`config.mk`:
```
export PLATFORM = sky130hd
export DESIGN_NAME = hazard_control
export DESIGN_NICKNAME = d
export VERILOG_FILES = /design/src/rtl/hazard_control.sv
export SDC_FILE = /design/constraint.sdc
export NUM_CORES = 1
export LEC_CHECK = 0
export BUFFER_PORTS_ARGS = -buffer_cell sky130_fd_sc_hd__buf_2
export CAP_MARGIN = 20
export CORE_AREA = 8 8 119 66
export DETAILED_ROUTE_END_ITERATION = 6
export DIE_AREA = 0 0 127 74
export GPL_TIMING_DRIVEN = 0
export PLACE_DENSITY_LB_ADDON = 0.2
export SYNTH_ARGS = -nofsm -noshare
export SYNTH_HDL_FRONTEND = slang
export SYNTH_SLANG_ARGS = --single-unit
```
`constraint.sdc`:
```
create_clock -name clk -period 2.65 [get_ports clk]
set_input_delay 0.265 -clock clk [delete_from_list [all_inputs] [get_ports clk]]
set_output_delay 0.265 -clock clk [all_outputs]
set_load 0.01 [all_outputs]
```
`src/rtl/hazard_control.sv`:
```
// Pipeline hazard controller: load-use stalls, branch flushes, data-memory wait
// freezes with a timeout fault, and a saturating stall-cycle counter.
module hazard_control #(
    parameter logic [7:0] TIMEOUT = 8'd200
) (
    input  logic        clk,
    input  logic        rst_n,
    input  logic [4:0]  ifidRS,
    input  logic [4:0]  ifidRT,
    input  logic [2:0]  ifidInstrType,
    input  logic [2:0]  idexInstrType,
    input  logic [4:0]  idex_wba,
    input  logic [2:0]  exmemInstrType,
    input  logic        branchTaken,
    input  logic        memAck,
    output logic        pcEn,
    output logic        ifidEn,
    output logic        idexEn,
    output logic        exmemEn,
    output logic        ifidFlush,
    output logic        idexFlush,
    output logic        memwbFlush,
    output logic        memReq,
    output logic        memFault,
    output logic [15:0] stallCycles
);

    localparam int unsigned CNT_W   = 8;
    localparam int unsigned STALL_W = 16;

    typedef enum logic [1:0] {RUN, LU_STALL, MEM_WAIT, FAULT} state_e;

    state_e             state_q, state_d;
    logic [CNT_W-1:0]   to_cnt_q, to_cnt_d;
    logic [STALL_W-1:0] stall_q, stall_d;

    logic mem_op_c, mem_req_c, mem_wait_c, load_use_c;

    // Hazard detection from the ID/EX/MEM instruction fields
    always_comb begin
        mem_op_c   = (exmemInstrType == 3'd2) || (exmemInstrType == 3'd3);
        mem_req_c  = mem_op_c && ((state_q == RUN) || (state_q == MEM_WAIT));
        mem_wait_c = mem_req_c && !memAck;
        load_use_c = (idexInstrType == 3'd2) && (idex_wba != 5'd0) &&
                     (((idex_wba == ifidRS) && (ifidInstrType <= 3'd3)) ||
                      ((idex_wba == ifidRT) &&
                       ((ifidInstrType == 3'd0) || (ifidInstrType == 3'd3))));
    end

    // Next state, timeout count and stage-control outputs
    always_comb begin
        state_d    = state_q;
        to_cnt_d   = to_cnt_q;
        pcEn       = 1'b1;
        ifidEn     = 1'b1;
        idexEn     = 1'b1;
        exmemEn    = 1'b1;
        ifidFlush  = 1'b0;
        idexFlush  = 1'b0;
        memwbFlush = 1'b0;
        memReq     = mem_req_c;
        memFault   = 1'b0;

        if (state_q == FAULT) begin
            pcEn       = 1'b0;
            ifidEn     = 1'b0;
            idexEn     = 1'b0;
            exmemEn    = 1'b0;
            ifidFlush  = 1'b1;
            idexFlush  = 1'b1;
            memwbFlush = 1'b1;
            memFault   = 1'b1;
        end else if (mem_wait_c) begin
            pcEn       = 1'b0;
            ifidEn     = 1'b0;
            idexEn     = 1'b0;
            exmemEn    = 1'b0;
            memwbFlush = 1'b1;
            if (state_q == MEM_WAIT) begin
                if (to_cnt_q == TIMEOUT - 8'd1) begin
                    state_d = FAULT;
                end else begin
                    to_cnt_d = to_cnt_q + 8'd1;
                end
            end else begin
                state_d  = MEM_WAIT;
                to_cnt_d = '0;
            end
        end else if (branchTaken) begin
            ifidFlush = 1'b1;
            idexFlush = 1'b1;
            state_d   = RUN;
        end else if (load_use_c && (state_q == RUN)) begin
            pcEn      = 1'b0;
            ifidEn    = 1'b0;
            idexFlush = 1'b1;
            state_d   = LU_STALL;
        end else begin
            state_d = RUN;
        end

        // Reset holds the pipeline frozen with bubbles everywhere
        if (!rst_n) begin
            pcEn       = 1'b0;
            ifidEn     = 1'b0;
            idexEn     = 1'b0;
            exmemEn    = 1'b0;
            ifidFlush  = 1'b1;
            idexFlush  = 1'b1;
            memwbFlush = 1'b1;
            memReq     = 1'b0;
            memFault   = 1'b0;
        end

        stall_d = stall_q;
        if (!pcEn && (state_q != FAULT) && (stall_q != 16'hFFFF)) begin
            stall_d = stall_q + 16'd1;
        end
    end

    assign stallCycles = stall_q;

    always_ff @(posedge clk or negedge rst_n) begin
        if (!rst_n) begin
            state_q  <= RUN;
            to_cnt_q <= '0;
            stall_q  <= '0;
        end else begin
            state_q  <= state_d;
            to_cnt_q <= to_cnt_d;
            stall_q  <= stall_d;
        end
    end

endmodule

```
After elaboration in Yosys (flattened, before gate mapping). Index checks and enable logic that the tools add are counted.

Add/sub/neg operators: 2. Magnitude comparators: 1. Equal/unequal tests: 13. Multiplexer cells: 30. Bitwise logic cells: 1. Reduce and logical (&&, ||, !) cells: 20.

Operators with widths (number): 1-bit two-way mux (25); 16-bit by 1-bit adder with 16-bit output (second input constant) (1); 8-bit two-way mux (2); 16-bit inequality test (second input constant) (1); 3-bit by 2-bit equality test with 1-bit output (second input constant) (4); 5-bit equality test (2); 1-bit logical AND (9); 8-bit by 1-bit adder with 8-bit output (second input constant) (1); 8-bit equality test (second input constant) (1); 2-bit two-way mux (3); 5-bit nonzero test (1); 2-bit equality test (second input constant) (2); 1-bit logical OR (4); 2-bit inequality test (second input constant) (2); 3-bit by 2-bit less-or-equal comparator with 1-bit output (second input constant) (1); 3-bit zero test (1); 3-bit by 2-bit inequality test with 1-bit output (second input constant) (1); 3-bit AND reduction (1); 1-bit zero test (2); 2-bit zero test (1); 2-bit AND reduction (1); 1-bit inverter (1).

Bits in registers: 26. Input bits: 28.

Depth between registers and ports, before layout. Gate-level depths: netlist (run 1).

Depth in word-level cells: 14. Mapped depth: 8.

Worst setup path before layout (run 1). OpenSTA, ideal clock, no wires.

Path type: register to register. Start point: register state_q[0]. End point: register stall_q[15], in the netlist stallCycles[15]. Data arrival time: 2.080 ns. Data required time: 2.524 ns. Setup slack: 0.443 ns. Cell stages (with the launch flop): 9. Clock period less this slack: 2.207 ns. Cells stage by stage: dfrtp_1 or4b_4 and3_1 inv_1 a31oi_4 and4b_1 buf_4 nand4_1 xnor2_1.

Longest elaborated chain between the ends: 10. Elaborated cells between the ends (all ways): 16. Those cells by class: eq/ne: 3; mux: 5; reduce/logical: 8.

Ends and longest elaborated chain: start, declared (line 33) `state_e state_q, state_d;`; start signal, assigned (line 129) `state_q <= state_d;`; 2-bit zero test or 2-bit equality test (tied branches) (line 42, 93); 1-bit logical AND or 1-bit logical OR (tied branches) (line 93, 42); 1-bit two-way mux or 1-bit logical AND (tied branches) (2 in a row); 1-bit two-way mux; 1-bit two-way mux (*) (2 in a row); via ifidEn (line 17) `output logic ifidEn,`; 1-bit zero test (*) (line 116) `if (!pcEn && (state_q != FAULT) && (stall_q != 16'hFFFF)) begin`; 1-bit logical AND (*) (2 in a row) (line 116); end signal, assigned (line 131) `stall_q <= stall_d;`; end, declared (line 35) `logic [STALL_W-1:0] stall_q, stall_d;`.

The timed path passes the listed nets; every way through them passes the cells marked *. A chain may end at the register's enable or synchronous reset.

Final worst setup path (run 1).
Start point: register state_q[0]. End point: output pcEn.

Longest elaborated chain between the ends: 7. Elaborated cells between the ends (all ways): 12. Those cells by class: eq/ne: 2; mux: 5; reduce/logical: 5.

Ends and longest elaborated chain: 2-bit zero test or 2-bit equality test (tied branches) (line 42, 93); 1-bit logical AND or 1-bit logical OR (tied branches) (line 93, 42); 1-bit two-way mux or 1-bit logical AND (tied branches) (line 93, 42); 1-bit two-way mux or 1-bit logical AND (tied branches) (line 89, 43); 1-bit two-way mux (line 73) `end else if (mem_wait_c) begin`; 1-bit two-way mux (*) (line 64) `if (state_q == FAULT) begin`; 1-bit two-way mux (*) (line 103) `if (!rst_n) begin`; end, declared (line 16) `output logic pcEn,`.

Mark *: on every way between the ends. The rest lies on a longest branch, timed or not.

==> flow_metrics.py, run 1 <==
metrics = {
    "clock_network": {
        "clk_latency_ns": 0.26,
        "numClockSinks": 26,
        "cts_made_buffers": 3,
        "cts.path.max_buffers": 2,
        "cts_setup_buffers": 0,
        "hold_buffers": 0,
        "cts.clk_slew.worst_paths_ns": 0.06,
        "tritoncts": "done",
        "cts_resized": 0,
        "cts_max_level": 1,
        "ctsRootBufferMaster": "clkbuf_16",
    },
    "global_routing": {
        "grt_pass1_wl_mm": 6.27,
        "antenna_found_initial": 0,
        "track_usage": 0.0832,
        "grt_pass1_vias": 1254,
        "overflow": 0,
        "grt_max_degree": 31,
    },
    "die": {
        "dieArea_um2": 9400,
        "core-area_um2": 6310,
        "die-height_um": 74,
        "num_rows": 21,
        "chipWidth_um": 127,
        "io_pins": 53,
        "initial_core_util": 0.236,
    },
    "sta": {
        "worst_pin_slew_ns": 0.652,
        "period_share": 0.903,
        "hold_violations": 0,
        "setup_viol": 0,
        "relSlewSlack": 0.565,
        "clock.fmax_mhz": 418,
        "period_minus_slack_ns": 2.39,
        "rsz0062_at_grt": "false",
        "fin_worst_skew_ns": 0.00292,
        "final_max_slew_viol_count": 0,
        "postLayoutSetupSlackWorst_ns": 0.257,
        "fin_setup_tns_ns": 0,
    },
    "logic_synthesis": {
        "synth_fp_nets": 177,
        "synthArstFlopShare": 1.00,
        "ys_top_cells_by_count": "26 x dfrtp_1, 23 x xnor2_1, 14 x nand3_1, 13 x nand2_1, 9 x nor2_1",
        "synth_edf_count": 0,
        "synth_seq_cells": 26,
        "ys_warn_count": 0,
        "synth.yosys.seq_area_share": 0.438,
        "avgSynthCellArea_um2": 10.1,
        "syn_inst": 147,
        "synth.area.top_cells": "dfrtp_1 44%, xnor2_1 14%, nand3_1 4.7%",
        "yosysMostFrequentCell": "dfrtp_1",
        "synth_cell_type_count": 33,
        "synth_top_family_by_area": "simple AND/OR/NAND/NOR gates",
        "synth-xor-area-share": 0.177,
        "synth_compound_area_frac": 0.0556,
        "synth.area.mux_share": 0.0143,
        "synthAdderAreaFrac": 0.0168,
        "synth_ff_type": "dfrtp_1",
        "yosys.area_share.simple": 0.263,
        "synth_top_area_share": 0.438,
        "netlist_area_um2": 1490,
        "yosys.area.top_type": "dfrtp_1",
    },
    "drt": {
        "vias": 1216,
        "drt-initial-drc-count": 38,
        "viasPerCell": 4.31,
        "routedWlPerCell_um": 13.2,
        "ant_nets": 0,
        "routed_wl_mm": 3.73,
        "drcViolationCount": 0,
        "dr.pass1.iters": 4,
    },
    "power": {
        "ir_worst_vdd_mv": 0.182,
        "p_per_area_nw_per_um2": 605,
        "p_leak_nw": 0.894,
    },
    "finish": {
        "final_util": 0.306,
        "final_nets": 233,
        "finalNonFillerCells": 282,
        "fill_cells": 680,
        "drive_above_1_share": 0.332,
        "antennaDiodeCount": 0,
        "area_delta_synth_final_pct": 29.9,
        "layout.cell_area.non_filler_um2": 1930,
    },
    "setup_path": {
        "endpoint_kind": "output pin",
        "arrival_ns": 2.13,
        "criticalPathCategory": "reg -> out",
        "cp-start-kind": "register",
        "r2r-start": "state_q[0]$_DFFE_PN0P_",
        "ff2ff_path_depth": 5,
        "cp_cell_sequence": "or4b_4 -> nor4_4 -> a31oi_4 -> buf_4 -> buf_2",
        "slowest_stage": "or4b_4",
        "max_stage_delay_ns": 0.56,
        "required_ns": 2.38,
        "r2r-end": "stallCycles[1]$_DFFE_PN0P_",
        "ff2ff_setup_slack_ns": 0.27,
        "critPathMaxFanout": 8,
    },
    "placement": {
        "post-place-cells": 278,
        "gp_congestion": 0.738,
        "dpl_worst_slack_ns": 0.258,
        "place_hpwl_mm": 3.05,
        "io_buffer_count": 51,
        "postPlaceCellArea_um2": 1840,
    },
    "job": {
        "drv_cap": 0,
    },
    "run_status": {
        "outcome": "finished, final reports clean",
    },
    "worst_hold_path": {
        "hp-class": "in -> async",
    },
}
flip-flops by register name (all words and copies together), names as in the netlist:
name	flops
to_cnt_q	8
stallCycles	16
state_q	2
metal layers:
metal	track usage	vias up	part of all wire
li1	-	630	-
met1	0.119	537	0.55
met2	0.111	45	0.36
met3	0.0336	4	0.083
met4	0.0235	0	0.0072
met5	0	-	0
placed cells by master, fill, tap and decap left out, types with 3 or more instances in the layout:
cell	instances
and3_1	6
buf_2	51
nor2_1	9
nand3_1	14
nand2_1	13
clkbuf_16	3
dfrtp_1	26
xor2_1	7
a21oi_1	3
nand4_1	7
buf_4	3
xnor2_1	23
inv_1	8
cells by family after synthesis:
group,Yosys count
compound gates,10
xor+xnor,30
fa+ha+maj,2
buf+inv,11
flops,26
mux,2
simple gates,66
final cells by class:
class | instances | area (um^2) | share of cell area
Timing Repair Buffer | 51 | 255 | 0.132
Buffer | 3 | 22.5 | 0.0117
Sequential cell | 26 | 651 | 0.337
Clock buffer | 4 | 88.8 | 0.0460
Multi-Input combinational cell | 110 | 783 | 0.406
Inverter | 8 | 30.0 | 0.0156
Tap cell | 80 | 100 | 0.0518
critical path, delay by kind of cell, from the launching register on:
family                 cells  cell delay (ns)
AOI/OAI and AO/OA          1             0.19
buffers and inverters      2             0.31
DFF                        1             0.47
and+or+nand+nor            2             0.91
per-stage QoR:
step	total power, W	hold slack, ns
detailed placement	0.000817	0.337
finish	0.00117	0.0308
global route	0.00125	0.0945
CTS	0.00119	0.0571
floorplan	0.000680	-0.0306
global placement	0.000813	0.342
report_power, final:
group | internal (W) | total (W) | leakage, nW | switching, W
Sequential | 0.000454 | 0.000524 | 0.343 | 0.0000702
Combinational | 0.000135 | 0.000277 | 0.507 | 0.000142
Clock | 0.000231 | 0.000366 | 0.0442 | 0.000135
worst max path at each step:
stage / to / startpoint / depth (start not counted) / slack, ns
finish: pcEn / state_q[0]$_DFFE_PN0P_ / 5 / 0.26
global route: stallCycles[15]$_DFFE_PN0P_ / state_q[0]$_DFFE_PN0P_ / 7 / 0.14
CTS: pcEn / state_q[0]$_DFFE_PN0P_ / 5 / 0.23
detailed placement: stallCycles[1]$_DFFE_PN0P_ / state_q[0]$_DFFE_PN0P_ / 5 / 0.26
global placement: stallCycles[1]$_DFFE_PN0P_ / state_q[0]$_DFFE_PN0P_ / 5 / 0.28
floorplan: stallCycles[15]$_DFFE_PN0P_ / state_q[0]$_DFFE_PN0P_ / 8 / 0.44
Power figures use the tool's default switching activity.
==> run 2: changes to the inputs <==
--- a/config.mk
+++ b/config.mk
@@ -12,6 +12,7 @@
 export DIE_AREA = 0 0 127 74
 export GPL_TIMING_DRIVEN = 0
 export PLACE_DENSITY_LB_ADDON = 0.2
+export REMOVE_ABC_BUFFERS = 1
 export SYNTH_ARGS = -nofsm -noshare
 export SYNTH_HDL_FRONTEND = slang
 export SYNTH_SLANG_ARGS = --single-unit
==> flow_metrics.py, run 2 (synthesis results as in run 1) <==
metrics = {
    "run_status": {
        "outcome": "finished, final reports clean",
    },
    "sta": {
        "final_max_slew_viol_count": 0,
        "rsz0062_at_grt": "false",
        "fin_worst_skew_ns": 0.00450,
        "relSlewSlack": 0.560,
        "fin_setup_tns_ns": 0,
        "clock.fmax_mhz": 427,
        "period_minus_slack_ns": 2.34,
        "period_share": 0.883,
        "setup_viol": 0,
        "hold_violations": 0,
        "worst_pin_slew_ns": 0.659,
        "hold_ws_ns": 0.0242,
    },
    "finish": {
        "finalNonFillerCells": 279,
        "layout.cell_area.non_filler_um2": 1920,
        "drive_above_1_share": 0.322,
        "largest_reg_flops": 16,
        "final_cell_mix": "51 x buf_2, 26 x dfrtp_1, 23 x xnor2_1",
        "antennaDiodeCount": 0,
        "area_delta_synth_final_pct": 29.5,
        "fill_cells": 647,
        "multi_input_area_um2": 783,
        "seq_area_um2": 651,
        "final_nets": 230,
        "final_common_cell": "buf_2",
    },
    "clock_network": {
        "cts_resized": 0,
        "cts_setup_buffers": 0,
        "tritoncts": "done",
        "ctsRootBufferMaster": "clkbuf_16",
        "numClockSinks": 26,
        "hold_buffers": 0,
        "cts.path.max_buffers": 2,
        "cts_made_buffers": 3,
        "cts_max_level": 1,
        "clk_latency_ns": 0.26,
        "cts.clk_slew.worst_paths_ns": 0.07,
    },
    "drt": {
        "ant_nets": 0,
        "routed_wl_mm": 3.75,
        "vias": 1221,
        "viasPerCell": 4.38,
        "dr.pass1.iters": 3,
        "drcViolationCount": 0,
        "routedWlPerCell_um": 13.4,
        "drt-initial-drc-count": 63,
    },
    "setup_path": {
        "cp-start-kind": "register",
        "arrival_ns": 2.48,
        "required_ns": 2.79,
        "cp_cell_sequence": "or4b_4 -> nor4_4 -> a31oi_4 -> and4b_1 -> nand4_1 -> xnor2_1",
        "slowest_stage": "or4b_4",
        "endpoint_kind": "register",
        "criticalPathCategory": "reg -> reg",
        "critPathMaxFanout": 8,
        "max_stage_delay_ns": 0.55,
    },
    "power": {
        "seq_power_share": 0.422,
        "p_leak_nw": 0.886,
        "swShare": 0.284,
        "internal_power_w": 0.000887,
        "p_per_area_nw_per_um2": 644,
        "switchingPower_w": 0.000353,
        "clkPwrFrac": 0.356,
        "ir_worst_vdd_mv": 0.250,
        "combPwrFrac": 0.222,
    },
    "global_routing": {
        "antenna_found_initial": 0,
        "grt_pass1_wl_mm": 6.43,
        "track_usage": 0.0860,
        "grt_max_degree": 31,
        "overflow": 0,
        "grt_pass1_vias": 1308,
    },
    "placement": {
        "io_buffer_count": 51,
        "postPlaceCellArea_um2": 1820,
        "post-place-cells": 275,
        "place_hpwl_mm": 3.05,
        "gp_congestion": 0.723,
    },
    "die": {
        "io_pins": 53,
        "chipWidth_um": 127,
        "core-area_um2": 6310,
        "die-height_um": 74,
        "num_rows": 21,
        "initial_core_util": 0.236,
        "dieArea_um2": 9400,
    },
    "worst_hold_path": {
        "hp-class": "in -> async",
    },
    "job": {
        "drv_cap": 0,
    },
}
-- run 2: through the flow --
step	setup WS (ns)	util	total power, W
after detailed placement	0.300	0.288	0.000815
final	0.310	0.305	0.00124
after global routing	0.144	0.305	0.00133
after CTS	0.285	0.305	0.00126
after floorplan	0.389	-	0.000677
after global placement	0.300	0.288	0.000812
-- run 2: cell type report --
type                       instances  share of cell area
clock buffer                       3              0.0390
clock inverter                     1              0.0156
inverter                           8              0.0156
multi-input combinational        110               0.407
sequential                        26               0.338
tap                               80              0.0520
timing repair buffer              51               0.133
-- run 2: final timing paths --
check	cells past startpoint	startpoint	end	slack [ns]
setup / recovery	6	state_q[0]$_DFFE_PN0P_	stallCycles[15]$_DFFE_PN0P_	0.31
max in group asynchronous	1	rst_n	to_cnt_q[1]$_DFFE_PN0P_	2.19
setup reg to reg	6	state_q[0]$_DFFE_PN0P_	stallCycles[15]$_DFFE_PN0P_	0.31
hold reg to reg	1	stallCycles[14]$_DFFE_PN0P_	stallCycles[14]$_DFFE_PN0P_	0.50
hold / removal	1	rst_n	stallCycles[6]$_DFFE_PN0P_	0.02
min in group clk	4	idexInstrType[2]	state_q[0]$_DFFE_PN0P_	0.33
-- run 2: power by group through the flow --
stage	logic (W)	clock network [W]	registers [W]
floorplan	0.000131	0	0.000546
global placement	0.000279	0	0.000533
detailed placement	0.000282	0	0.000533
CTS	0.000283	0.000454	0.000525
global route	0.000312	0.000476	0.000539
finish	0.000275	0.000441	0.000524
-- run 2: routing by layer --
| metal | global-route usage | vias up | part of all wire |
|---|---|---|---|
| met4 | 0.0196 | 0 | 0.0083 |
| met1 | 0.120 | 554 | 0.53 |
| li1 | - | 622 | - |
| met2 | 0.109 | 43 | 0.35 |
| met3 | 0.0486 | 2 | 0.11 |
| met5 | 0 | - | 0 |
-- run 2: worst max-delay path, delay by kind of cell, from the launching register on --
kind / cells / cell delay [ns]
simple gates: 4 / 1.41
flops: 1 / 0.46
compound gates: 1 / 0.19
xor+xnor: 1 / 0.15
